--- src/rtl/mel_band_acc.sv ---
// rtl/mel_band_acc.sv - per-band weighted power accumulator with float32 result strobe
module mel_band_acc #(
  parameter int          NUM_BANDS  = 26,
  parameter int          ACC_W      = 56,
  parameter logic [31:0] ZERO_FLOOR = 32'h3380_0000
) (
  input  logic        hclk,
  input  logic        rst_n,
  input  logic        in_valid,
  output logic        in_ready,
  input  logic [31:0] in_power,
  input  logic [15:0] in_weight,
  input  logic        in_last,
  output logic        out_valid,
  output logic [31:0] out_data,
  output logic [7:0]  out_band,
  output logic        out_frame_last,
  output logic        ovf_sticky
);

  localparam int MSB_W = $clog2(ACC_W);
  localparam logic [7:0] LAST_BAND = 8'(NUM_BANDS - 1);

  typedef enum logic [1:0] {ACCUM, DRAIN, NORM, EMIT} state_t;

  state_t             state_q, state_d;
  logic               accept;
  logic [47:0]        prod_q;
  logic               p1_valid, p1_last;
  logic [ACC_W-1:0]   acc;
  logic [ACC_W:0]     sum_c;
  logic [MSB_W-1:0]   msb_c, msb_q;
  logic               zero_q;
  logic [7:0]         band_cnt;
  logic [7:0]         exp_c;
  logic [22:0]        mant_c;

  // The strobe cycle also blocks input, so a band costs at least five cycles.
  assign in_ready = (state_q == ACCUM) && !out_valid;
  assign accept   = in_valid && in_ready;

  always_ff @(posedge hclk or negedge rst_n) begin
    if (!rst_n) state_q <= ACCUM;
    else        state_q <= state_d;
  end

  always_comb begin
    state_d = state_q;
    unique case (state_q)
      ACCUM: if (accept && in_last) state_d = DRAIN;
      DRAIN: if (p1_valid && p1_last) state_d = NORM;
      NORM:  state_d = EMIT;
      EMIT:  state_d = ACCUM;
      default: state_d = ACCUM;
    endcase
  end

  always_ff @(posedge hclk or negedge rst_n) begin
    if (!rst_n) begin
      prod_q   <= '0;
      p1_valid <= 1'b0;
      p1_last  <= 1'b0;
    end else begin
      p1_valid <= accept;
      p1_last  <= accept && in_last;
      if (accept) prod_q <= {16'b0, in_power} * {32'b0, in_weight};
    end
  end

  assign sum_c = {1'b0, acc} + {{(ACC_W-47){1'b0}}, prod_q};

  always_ff @(posedge hclk or negedge rst_n) begin
    if (!rst_n) begin
      acc        <= '0;
      ovf_sticky <= 1'b0;
    end else if (state_q == EMIT) begin
      acc <= '0;
    end else if (p1_valid) begin
      if (sum_c[ACC_W]) begin
        acc        <= '1;
        ovf_sticky <= 1'b1;
      end else begin
        acc <= sum_c[ACC_W-1:0];
      end
    end
  end

  always_comb begin
    msb_c = '0;
    for (int i = 0; i < ACC_W; i++) begin
      if (acc[i]) msb_c = MSB_W'(i);
    end
  end

  always_ff @(posedge hclk or negedge rst_n) begin
    if (!rst_n) begin
      msb_q  <= '0;
      zero_q <= 1'b0;
    end else if (state_q == NORM) begin
      msb_q  <= msb_c;
      zero_q <= (acc == '0);
    end
  end

  // Shifting by msb puts the leading one at bit 23; the 23 bits beneath it
  // are the mantissa, zero-filled or truncated as the magnitude requires.
  assign exp_c  = 8'(msb_q) + 8'd112;
  assign mant_c = 23'({acc, 23'b0} >> msb_q);

  always_ff @(posedge hclk or negedge rst_n) begin
    if (!rst_n) begin
      out_valid      <= 1'b0;
      out_data       <= '0;
      out_band       <= '0;
      out_frame_last <= 1'b0;
      band_cnt       <= '0;
    end else if (state_q == EMIT) begin
      out_valid      <= 1'b1;
      out_data       <= zero_q ? ZERO_FLOOR : {1'b0, exp_c, mant_c};
      out_band       <= band_cnt;
      out_frame_last <= (band_cnt == LAST_BAND);
      band_cnt       <= (band_cnt == LAST_BAND) ? 8'd0 : band_cnt + 8'd1;
    end else begin
      out_valid      <= 1'b0;
      out_frame_last <= 1'b0;
    end
  end

endmodule

--- config.mk ---
export PLATFORM = sky130hd
export DESIGN_NAME = mel_band_acc
export DESIGN_NICKNAME = d
export VERILOG_FILES = /design/src/rtl/mel_band_acc.sv
export SDC_FILE = /design/constraint.sdc
export NUM_CORES = 2
export LEC_CHECK = 0
export ABC_AREA = 0
export ABC_CLOCK_PERIOD_IN_PS = 4560
export CORE_UTILIZATION = 40
export DETAILED_ROUTE_END_ITERATION = 10
export GPL_ROUTABILITY_DRIVEN = 0
export HOLD_SLACK_MARGIN = 0.02
export PLACE_DENSITY = 0.66
export SLEW_MARGIN = 20
export SYNTH_ARGS = -nofsm -noshare
export SYNTH_HDL_FRONTEND = slang
export SYNTH_SLANG_ARGS = --single-unit
--- constraint.sdc ---
create_clock -name hclk -period 4.56 [get_ports hclk]
set_clock_uncertainty 0.1 [all_clocks]
set_input_delay 0.912 -clock hclk [delete_from_list [all_inputs] [get_ports hclk]]
set_output_delay 0.912 -clock hclk [all_outputs]
set_load 0.02 [all_outputs]
==> summary.txt <==
Floorplanning
  – DIE AREA: 0.0720 mm^2
  – # IOs: 96
  – Die Ht: 268 um
  – Rows: 97
  – Core Area: 0.0701 mm^2
  – Die width: 268 um
  – Initial Utilization: 0.405

Clocking
  – Clock insertion delay at the later pin of the skew report: 0.44 ns
  – Hold buffers post-CTS: 0
  – # H-tree levels: 4
  – CTS buffer count: 17
  – CTS sink cnt: 165
  – Clock root buffer master: clkbuf_16
  – Clk buf depth: 2
  – Clock transition at path regs: 0.07 ns
  – CTS tree: done

Logic synthesis
  – Unique cell type count in the Yosys netlist: 85
  – Yosys warnings: 0
  – Async SR Flop Fraction: 1.00
  – Top cell type's share of synthesized area: 0.296
  – Post-Synthesis Cells: 3,231
  – #FFs+latches synth: 165
  – Largest area contributor in the netlist: fa_1
  – Avg Inst Size Synth: 8.78 um^2
  – Main synth FF type: dfrtp_1
  – Syn_nets: 3,878
  – EDFF count, synth: 0
  – Synth area leaders: fa_1, dfrtp_1, ha_1
  – Synthesized area: 0.0284 mm^2
  – Sequential fraction of the synthesis area: 0.145

Setup path
  – Worst Setup End Kind: flip-flop
  – Data arrival, critical path: 6.99 ns
  – Worst path cell trace: buf_6 -> buf_12 -> buf_8 -> and2_4 -> fa_1 -> inv_1 -> fa_2 -> fa_1 -> fa_2 -> fa_1 -> fa_1 -> inv_2 -> ha_4 -> buf_4 -> nand3_1 -> or4_4 -> a211oi_4 -> o31ai_4 -> o211ai_1 -> nand2_1 -> xnor2_1 -> mux2_4
  – RR Startpoint: acc[8]
  – Critical Path Most Common Cell: fa_1
  – CP startpoint: in_power[7]
  – Worst-path fanout max: 4
  – Setup Crit Path Kind: in -> reg
  – Slowest cell on crit path: fa_2
  – Required time of the critical path: 4.79 ns
  – Setup crit start kind: primary input
  – Slowest stage delay, CP: 0.61 ns

Global routing
  – Number of global-route vias before repair: 25,300
  – Grt total ovfl: 0
  – First-pass GRT wire length: 137 mm
  – Largest net degree at the start of global routing: 90
  – GRT Total Usage: 0.240
  – Initial antenna violation count: 1

Timing
  – Fin crit share: 1.48
  – Unrepaired setup endpoints after global routing: true
  – Fmax: 148 MHz
  – Final hold vios: 0
  – Max-slew headroom: 0.331
  – Slew at the pin closest to its max-slew limit: 1.00 ns
  – Final slew viol count: 0
  – # setup viols final: 41
  – Final critical-path required period: 6.77 ns
  – Final worst slack: -2.21 ns

Route
  – DRT iter0 DRCs: 1,755
  – DRC viols: 0
  – WL final: 84.6 mm
  – Routed WL per cell: 18.6 um
  – DRT Pass-1 Iters: 5
  – Final ANT Viol Nets: 0
  – Mean number of vias per cell: 5.46
  – Vias: 24,900

Status
  – Failing checks: negative setup slack
  – Status: finished with violations

Place
  – Post-DP Area: 0.0329 mm^2
  – Hpwl dp: 59.5 mm
  – Port buffer count: 94
  – Placed cell count: 4,375

Layout
  – Final nets: 4,256
  – Synth-to-Final Area Change: 28.4%
  – Final design utilization: 0.519
  – Design Area, Final: 0.0364 mm^2
  – Layout cells sized above 1: 0.251
  – Finished Layout Cells: 4,560
  – # diodes: 0

Hold path
  – Worst hold start: ovf_sticky
  – Worst Hold Class: reg -> reg

Job
  – MaxCap Viol Count: 0
[flip-flops by register name (all words and copies together) (netlist names)]
name / cells
acc: 56
band_cnt: 8
msb_q: 6
out_band: 8
out_data: 31
out_frame_last: 1
out_valid: 1
ovf_sticky: 1
p1_last: 1
p1_valid: 1
prod_q: 48
state_q: 2
zero_q: 1
[worst paths after layout]
| check | end | slack, ns | cells after the start |
|---|---|---|---|
| worst min-delay path | ovf_sticky | 0.37 | 1 |
| worst max register to register | acc[46] | 0.59 | 11 |
| worst min register to register | ovf_sticky | 0.37 | 1 |
| worst max-delay path | prod_q[39] | -2.21 | 22 |
| max in group asynchronous | prod_q[10] | 2.98 | 2 |
| min in group asynchronous | out_data[15] | 0.47 | 1 |
[placed cells by master, fill, tap and decap left out, types with 39 or more instances in the layout]
cell and n:
mux2i_1 42, xor2_1 42, o21ai_0 88, inv_2 49, inv_1 414, buf_4 299, nand2_1 512, nor2_1 165
buf_12 45, and2_1 141, a21o_1 54, mux4_2 48, ha_1 145, clkdlybuf4s50_1 47, dfrtp_1 162, a211oi_2 43
fa_2 39, a21oi_1 108, o21ai_1 39, fa_1 380, buf_6 93
[timing repair]
action / 4_1_cts / 5_1_grt
gates resized for setup: 496 / 96
setup endpoints to repair: 42 / 42
pin swaps: 189 / 103
cloned: 32 / 0
endpoints found under the hold margin: 0 / 0
setup buffers: 99 / 33
[critical path: cells and delay by family]
kind / cells / cell delay [ns]
multiplexers: 1 / 0.25
buffers and inverters: 6 / 0.57
AND/OR/NAND/NOR: 4 / 0.94
adder cells (fa/ha/maj): 7 / 3.43
XOR/XNOR: 1 / 0.15
AO/OA/AOI/OAI: 3 / 0.71
[synth_stat cells, types with 21 or more instances]
cell / number
a211oi_1: 24
a211oi_2: 40
a21o_1: 54
a21oi_1: 125
and2_1: 176
clkbuf_1: 155
dfrtp_1: 165
fa_1: 419
ha_1: 176
inv_1: 463
mux2i_1: 42
mux4_2: 48
nand2_1: 560
nand3_1: 35
nor2_1: 171
nor3_1: 30
o211ai_1: 21
o21ai_0: 126
o22ai_1: 24
xnor2_1: 41
xor2_1: 43
[metrics by stage]
| stage | setup WS, ns | TNS [ns] | hold WS [ns] |
|---|---|---|---|
| 4_1_cts | -2.07 | -61.24 | 0.379 |
| 5_1_grt | -2.36 | -70.11 | 0.404 |
| 3_3_place_gp | -2.94 | -96.11 | 0.353 |
| 3_5_place_dp | -3.02 | -98.95 | 0.364 |
| 6_report | -2.21 | -63.85 | 0.375 |
| 2_1_floorplan | -2.09 | -58.95 | 0.345 |
[cell type report]
class	instances	area, um^2
fill	6290	33700
timing repair buffer	536	5690
multi-input combinational	2423	23100
sequential	165	4140
tap	940	1180
inverter	466	1750
clock buffer	20	447
clock inverter	10	131
[kinds of logic (layout without fill, tap and decap cells)]
family / count (synthesis) / in the layout / synth area share
xor gates and xnor gates: 84 / 84 / 0.0259
and+or+nand+nor: 1065 / 1065 / 0.170
DFF: 165 / 165 / 0.145
adders and majority gates: 595 / 595 / 0.373
AOI/OAI and AO/OA: 571 / 571 / 0.139
muxes: 107 / 107 / 0.0596
other: 1 / 1 / 0.000132
buffers and inverters: 643 / 1032 / 0.0865
[routing by layer]
metal	routed length, um	global-route usage	vias to the layer above
met4	4190	0.104	2
met5	13	0	-
met1	35900	0.327	12200
met2	39000	0.386	1059
met3	5510	0.0276	289
li1	-	-	11300
Power is not shown: default switching activity piles up to over one toggle a cycle in this logic, so the estimate is an artifact.
